===== config.mk =====
export PLATFORM = sky130hd
export DESIGN_NAME = regfile_2r1w_flat
export DESIGN_NICKNAME = d
export VERILOG_FILES = /design/src/rtl/regfile_2r1w_if.sv /design/src/rtl/regfile_2r1w.sv /design/src/flat_wrapper.sv
export SDC_FILE = /design/constraint.sdc
export NUM_CORES = 2
export LEC_CHECK = 0
export ABC_AREA = 1
export CAP_MARGIN = 40
export CELL_PAD_IN_SITES_DETAIL_PLACEMENT = 0
export CELL_PAD_IN_SITES_GLOBAL_PLACEMENT = 1
export CORE_ASPECT_RATIO = 0.7
export CORE_MARGIN = 1.5
export CORE_UTILIZATION = 46
export DETAILED_ROUTE_END_ITERATION = 7
export HOLD_SLACK_MARGIN = 0.06
export PLACE_DENSITY_LB_ADDON = 0.1
export SLEW_MARGIN = 10
export SYNTH_ARGS = -nofsm -noshare
export SYNTH_HDL_FRONTEND = slang
export SYNTH_SLANG_ARGS = --single-unit

===== constraint.sdc =====
create_clock -name clk -period 2.2 [get_ports clk]
set_clock_uncertainty 0.2 [all_clocks]
set_input_delay 0.33 -clock clk [delete_from_list [all_inputs] [get_ports clk]]
set_output_delay 0.33 -clock clk [all_outputs]
set_load 0.01 [all_outputs]

===== src/rtl/regfile_2r1w_if.sv =====
// Register file access bus: two combinational read ports and one write port.
// The master side is the decode/writeback pipeline; the slave side is the register file.
interface regfile_2r1w_if #(
   parameter int XLEN = 32,
   parameter int AW   = 5
);
   logic [AW-1:0]   rs1;
   logic [XLEN-1:0] rdata1;
   logic [AW-1:0]   rs2;
   logic [XLEN-1:0] rdata2;
   logic [AW-1:0]   wreg;
   logic [XLEN-1:0] wdata;
   logic            wen;

   modport master (
      output rs1, rs2, wreg, wdata, wen,
      input  rdata1, rdata2
   );

   modport slave (
      input  rs1, rs2, wreg, wdata, wen,
      output rdata1, rdata2
   );
endinterface


===== src/rtl/regfile_2r1w.sv =====
// RV32 integer register file: x1..x31 stored, x0 hardwired to zero,
// two combinational read ports with same-cycle writeback bypass.
module regfile_2r1w #(
   parameter int XLEN = 32,
   parameter int AW   = 5
) (
   input  logic             clk,
   input  logic             reset_n,
   regfile_2r1w_if.slave    bus
);
   localparam int DEPTH = 2 ** AW;

   // x0 has no storage; reads of address 0 are forced to zero below.
   logic [XLEN-1:0] regs [1:DEPTH-1];

   logic write_ok;
   assign write_ok = bus.wen && (bus.wreg != '0);

   always_ff @(posedge clk or negedge reset_n) begin
      if (!reset_n) begin
         // NOTE: every entry is reset so no X can leak out of a read before its first write.
         for (int i = 1; i < DEPTH; i++) begin
            regs[i] <= '0;
         end
      end else if (write_ok) begin
         regs[bus.wreg] <= bus.wdata;
      end
   end

   // Decode reads in the same cycle writeback writes, so a matching write bypasses storage.
   always_comb begin
      // NOTE: default first, so every path assigns rdata1 and no latch is inferred.
      bus.rdata1 = '0;
      if (reset_n && (bus.rs1 != '0)) begin
         if (write_ok && (bus.wreg == bus.rs1)) begin
            bus.rdata1 = bus.wdata;
         end else begin
            bus.rdata1 = regs[bus.rs1];
         end
      end
   end

   always_comb begin
      bus.rdata2 = '0;
      if (reset_n && (bus.rs2 != '0)) begin
         if (write_ok && (bus.wreg == bus.rs2)) begin
            bus.rdata2 = bus.wdata;
         end else begin
            bus.rdata2 = regs[bus.rs2];
         end
      end
   end
endmodule


===== src/flat_wrapper.sv =====
// flat-port wrapper written by rule: the top's interface ports become plain ports
module regfile_2r1w_flat 
#(
   parameter int XLEN = 32,
   parameter int AW   = 5
)
  (clk, reset_n, bus_rs1, bus_rs2, bus_wreg, bus_wdata, bus_wen, bus_rdata1, bus_rdata2);
  regfile_2r1w_if #(.XLEN(XLEN), .AW(AW)) bus_i ();
  input  logic clk;
  input  logic reset_n;
  input wire logic [$bits(bus_i.rs1)-1:0] bus_rs1;
  input wire logic [$bits(bus_i.rs2)-1:0] bus_rs2;
  input wire logic [$bits(bus_i.wreg)-1:0] bus_wreg;
  input wire logic [$bits(bus_i.wdata)-1:0] bus_wdata;
  input wire logic [$bits(bus_i.wen)-1:0] bus_wen;
  output wire logic [$bits(bus_i.rdata1)-1:0] bus_rdata1;
  output wire logic [$bits(bus_i.rdata2)-1:0] bus_rdata2;
  assign bus_i.rs1 = bus_rs1;
  assign bus_i.rs2 = bus_rs2;
  assign bus_i.wreg = bus_wreg;
  assign bus_i.wdata = bus_wdata;
  assign bus_i.wen = bus_wen;
  assign bus_rdata1 = bus_i.rdata1;
  assign bus_rdata2 = bus_i.rdata2;
  regfile_2r1w #(.XLEN(XLEN), .AW(AW)) u_core (.clk(clk), .reset_n(reset_n), .bus(bus_i));
endmodule

# Yosys cells after proc, flatten, opt, wreduce, memory -nomap -nowiden
# Index checks and enable logic that the tools add are counted.
[totals]
reg_bits = 992
out_inout_bits = 64
elab_cells = 62
input_bits = 50
[op_classes]
bitwise = 3
eq_ne = 2
n_reduce_logical = 9
magnitude_cmp = 4
muxes = 13
[ops]
columns = ["op", "n"]
rows = [
  ["992-bit bitwise mux", 1],
  ["32-bit binary-select mux with 5-bit select", 2],
  ["32-bit 2-to-1 mux", 9],
  ["32-bit demux with 5-bit select", 1],
  ["6-bit greater-or-equal comparator (second input constant)", 3],
  ["5-bit inverter with 6-bit output", 3],
  ["5-bit nonzero test", 3],
  ["5-bit equality test", 2],
  ["1-bit logical AND", 6],
  ["6-bit by 1-bit less-than comparator with 1-bit output (second input constant)", 1],
]

# Depth between registers and ports, before layout
[depth]
ltp_word = 6
depth_mapped = 13
mapped_depth_nobuf = 11

# Worst setup path before layout
# Ideal clock, no wire load.
[synth_timing]
kind = "input port to output port"
startpoint = "input bus_rs1[1]"
endpoint = "output bus_rdata1[20]"
t_arrival_ns = 1.676
path_slack_ns = -0.006
cell_stages = 10
required_ns = 1.670
cell_sequence = "buf_2 > nor2_1 > buf_2 > buf_1 > nand2_1 > o211ai_1 > nand3_1 > nand2_1 > nand2_1 > a21oi_1"
[synth_between]
elab_chain_len = 6
elab_cells_between_ends = 10
[synth_rtl]
columns = ["element", "line", "text"]
rows = [
  ["from (decl)", "flat_wrapper.sv:11", "input wire logic [$bits(bus_i.rs1)-1:0] bus_rs1;"],
  ["5-bit inverter with 6-bit output (not written as such)", "regfile_2r1w.sv:38", "bus.rdata1 = regs[bus.rs1];"],
  ["32-bit binary-select mux with 5-bit select", "regfile_2r1w.sv:38", ""],
  ["32-bit 2-to-1 mux (not written as such) (2 in a row)", "regfile_2r1w.sv:38", ""],
  ["32-bit 2-to-1 mux", "regfile_2r1w.sv:35", "if (write_ok && (bus.wreg == bus.rs1)) begin"],
  ["32-bit 2-to-1 mux (*)", "regfile_2r1w.sv:34", "if (reset_n && (bus.rs1 != '0)) begin"],
  ["to (decl)", "flat_wrapper.sv:16", "output wire logic [$bits(bus_i.rdata1)-1:0] bus_rdata1;"],
]
# Every way passes the cells marked *; elsewhere a longest branch is shown, timed or not. The select of a mux whose other input is x is not followed.

# Worst setup path after layout
[layout_timing]
startpoint = "register u_core.regs[142] (netlist bit)"
endpoint = "output bus_rdata1[14]"
[layout_between]
elab_chain_len = 5
[layout_rtl]
columns = ["element", "line", "text"]
rows = [
  ["from (decl)", "regfile_2r1w.sv:14", "logic [XLEN-1:0] regs [1:DEPTH-1];"],
  ["from (signal, indexed assignment)", "regfile_2r1w.sv:26", "regs[bus.wreg] <= bus.wdata;"],
  ["32-bit binary-select mux with 5-bit select", "regfile_2r1w.sv:38", ""],
  ["32-bit 2-to-1 mux (not written as such) (2 in a row)", "regfile_2r1w.sv:38", ""],
  ["32-bit 2-to-1 mux", "regfile_2r1w.sv:35", ""],
  ["32-bit 2-to-1 mux", "regfile_2r1w.sv:34", ""],
]
# No other way between the ends. The select of a mux whose other input is x is not followed.

==> impl_metrics.csv <==
group,metric,value,unit
yosys,synthMuxAreaShare,0,%
placed_design,port-buffer-count,113,
clock_network,clockRootBuffer,"sky130_fd_sc_hd__clkbuf_16",
placed_design,dpl-instance-area,0.0676,mm^2
yosys,synthDominantAreaCellType,"sky130_fd_sc_hd__dfrtp_1",
layout,flip_flop_count_of_the_largest_register_all_copies_and_words_added,992,
min_path,hold-path-endpoint,"u_core.regs[950]",
floorplan,num_rows,107,
global_route,first_global_vias,57581,
yosys,netlist_top_cells_area,"sky130_fd_sc_hd__dfrtp_1, sky130_fd_sc_hd__nand2_1, sky130_fd_sc_hd__o21ai_0",
layout,largest_registers,"u_core.regs: 992 flops",
detailed_routing,drt_iter0_markers,9020,
worst_setup_path,path_class,"reg2out",
power,comb_power_share,27.4,%
global_route,grt_first_pass_wirelength,395000,um
yosys,post_synth_num_cell_types,30,
worst_setup_path,timing.critical_path.to_type,"output pin",
detailed_routing,avgRoutedWirePerCell,25.9,um
floorplan,io_pins,114,
yosys,postSynth.asyncResetShare,100,%
yosys,synth_commonest_cells,"sky130_fd_sc_hd__nand2_1, sky130_fd_sc_hd__o21ai_0, sky130_fd_sc_hd__dfrtp_1",
power,sequentialPowerShare,40.2,%
yosys,synth.avg_cell_area,6.92,um^2
detailed_routing,route.antenna.remaining_nets,0,
power,p_switching,19.9,mW
sta,maxSlewViolCount,0,
flow_run,max_cap_viol_count,0,
layout,layout.core_utilization,62.5,%
min_path,hold_path_depth,6,
yosys,edff_count_synth,0,
yosys,synth.yosys.seq_area_share,44.0,%
sta,achievable-frequency,0.356,GHz
clock_network,clock_sinks,992,
clock_network,clk_latency,0.73,ns
sta,timing.hold.ws,0.147,ns
min_path,timing.hold.worst.class,"in2reg",
clock_network,tritoncts,"yes",
layout,final-instance-count-excl-fill,10567,
sta,setup_violations,64,
clock_network,total_number_of_h_tree_levels,3,
yosys,synth.top_cell.area_share,44.0,%
power,pwr_density_cell,790,mW/mm^2
worst_setup_path,start_kind,"flop",
min_path,hold_start,"bus_wreg[3]",
detailed_routing,post_drt_via_cell_ratio,5.95,
layout,finish.net_count,8890,
worst_setup_path,timing.critical_path.arrival,2.28,ns
floorplan,starting_utilization_of_the_core_area,46.4,%
placed_design,gp_congestion,0.975,
placed_design,dpl.cell_count,10219,
global_route,grt_max_degree,164,
global_route,grt_overflow,0,
power,intPower,40.1,mW
sta,min_period_over_period,128,%
layout,multiInputGateArea,0.0297,mm^2
layout,filler_cell_count,11006,
worst_setup_path,rr_worst_depth,5,
yosys,post_synth_inst_count,8142,
detailed_routing,post-route-drc-count,0,
sta,hold_violations,0,
power,total_power,60.0,mW
clock_network,path_clk_slew,0.07,ns
yosys,dominantRegCellSynth,"sky130_fd_sc_hd__dfrtp_1",
global_route,groute.usage.overall,42.8,%
placed_design,detailedPlacementHpwl,179000,um
floorplan,fp.dieW,421,um
worst_setup_path,crit-reg2reg-capture,"u_core.regs[637]",
sta,rsz0062_at_grt,"yes",
floorplan,die_outline_area,0.125,mm^2
detailed_routing,vias,62873,
yosys,synthesis.area,0.0564,mm^2
detailed_routing,post_route_wl,274000,um
yosys,post_synth_fa_ha_maj_area_fraction,0,%
run_status,violations_in_the_final_reports,"setup timing",
sta,slew_headroom,39.5,%
floorplan,die_h,296,um
power,leakage,36.6,nW
yosys,syn_nets,8192,
yosys,yosys_warnings,0,
sta,fin_crit,2.81,ns
yosys,synthSimpleGateAreaFrac,30.3,%
layout,area_growth_syn_to_layout,34.7,%
sta,worst_slew_pin_slew,0.904,ns
power,p_clk_share,32.5,%
yosys,compound_cell_area_share_of_the_yosys_netlist,16.4,%
power,p_sw_share,33.1,%
yosys,synth_top_family_by_area,"simple AND/OR/NAND/NOR gates",
clock_network,buffer_depth_of_the_longest_clock_path,3,
floorplan,fp.coreArea,0.122,mm^2
yosys,ys_ff_latch,992,
yosys,yosysMostFrequentCell,"sky130_fd_sc_hd__nand2_1",
layout,ff_latch_area,0.0248,mm^2
clock_network,tritoncts.num_buffers,105,
sta,final_ws_setup,-0.606,ns
yosys,post_synth_xor_area_fraction,0.140,%
run_status,run_status,"finished, violations left",
detailed_routing,detail_route.first_pass.iterations,6,
layout,final_design_area_no_fill,0.0759,mm^2
layout,fraction_of_layout_instances_using_a_drive_strength_above_1,24.1,%
global_route,grt_antenna_before_repair,18,
worst_setup_path,regToRegStartpoint,"u_core.regs[637]",
worst_setup_path,reg2reg_setup_slack,0.95,ns
power,peak_vdd_ir,668,uV
worst_setup_path,critical_path_peak_fanout,2,
worst_setup_path,cp_data_required_time,1.67,ns
layout,registers.top_by_ff_count,"u_core.regs",
[per-stage QoR]
step | TNS (ns) | worst slack (ns)
after CTS | -26.41 | -0.578
after floorplan | -0.0301 | -0.00251
after detailed placement | -546.36 | -1.30
after global routing | -30.41 | -0.624
final | -26.19 | -0.606
after global placement | -505.73 | -1.34
[layer usage]
metal / part of all wire, % / vias to the layer above / track usage (%)
li1: - / 27836 / -
met1: 40 / 30065 / 59.9
met2: 41 / 4183 / 61.2
met3: 13 / 781 / 10.9
met4: 5.7 / 8 / 21.9
met5: 0.021 / - / 0
[kinds of logic after synthesis]
logic type                after synthesis
AOI/OAI and AO/OA                    1700
DFF                                   992
xor gates and xnor gates                9
buffers and inverters                1302
and+or+nand+nor                      4139
[worst max path at each step]
stage	from	endpoint	slack (ns)	depth (start not counted)
final	u_core.regs[142]	bus_rdata1[14]	-0.61	9
after global routing	u_core.regs[506]	bus_rdata1[26]	-0.62	11
after CTS	u_core.regs[940]	bus_rdata1[12]	-0.58	11
after detailed placement	bus_wreg[2]	bus_rdata1[15]	-1.30	13
after global placement	bus_wreg[2]	bus_rdata1[15]	-1.34	13
after floorplan	bus_wreg[3]	bus_rdata1[10]	-0.003	9
[final cells by class]
type	instances	share of cell area [%]
Multi-Input combinational cell	5849	39.1
Sequential cell	992	32.7
Clock buffer	149	4.02
Tap cell	1635	2.69
Timing Repair Buffer	1249	17.5
Inverter	643	3.25
Antenna cell	11	0.0362
Clock inverter	39	0.769
[worst max-delay path, stage by stage, from the launching register on]
cell and delay [ns]:
sky130_fd_sc_hd__dfrtp_1 0.34, sky130_fd_sc_hd__inv_1 0.05, sky130_fd_sc_hd__nand2_1 0.05, sky130_fd_sc_hd__o211ai_1 0.08, sky130_fd_sc_hd__o211ai_1 0.13, sky130_fd_sc_hd__nand3_1 0.17
sky130_fd_sc_hd__nand2_1 0.11, sky130_fd_sc_hd__nand2_2 0.12, sky130_fd_sc_hd__a21oi_4 0.32, sky130_fd_sc_hd__buf_6 0.16
[layout by cell type, fill, tap and decap left out, drive strengths merged]
| master | count |
|---|---|
| a21oi | 269 |
| a31oi | 15 |
| buf | 1204 |
| bufbuf | 6 |
| bufinv | 14 |
| clkbuf | 153 |
| clkdlybuf4s15 | 1 |
| clkdlybuf4s50 | 32 |
| clkinv | 23 |
| clkinvlp | 5 |
| dfrtp | 992 |
| diode | 11 |
| dlygate4sd2 | 1 |
| dlygate4sd3 | 1 |
| inv | 640 |
| nand2 | 2752 |
| nand3 | 914 |
| nand4 | 30 |
| nor2 | 370 |
| nor3 | 19 |
| nor4 | 1 |
| o211ai | 281 |
| o21a | 3 |
| o21ai | 1130 |
| o31ai | 1 |
| o41ai | 1 |
| or2 | 54 |
| xnor2 | 5 |
| xor2 | 4 |
[power groups by stage]
stage	clock network, mW	registers (mW)	logic [mW]
floorplan	0	23.7	7.73
detailed placement	0	24.1	14.3
global route	20.2	24.4	18.0
finish	19.5	24.1	16.4
CTS	19.5	23.9	15.3
global placement	0	24.1	14.0
[timing repair]
item,in CTS,in global routing
endpoints found under the setup margin,237,383
pin swaps,362,340
endpoints found under the hold margin,350,0
gates cloned,8,4
setup buffers,80,69
hold buffers,1,0
resized for setup,917,338
No activity file was read; power rests on OpenSTA's default activity.
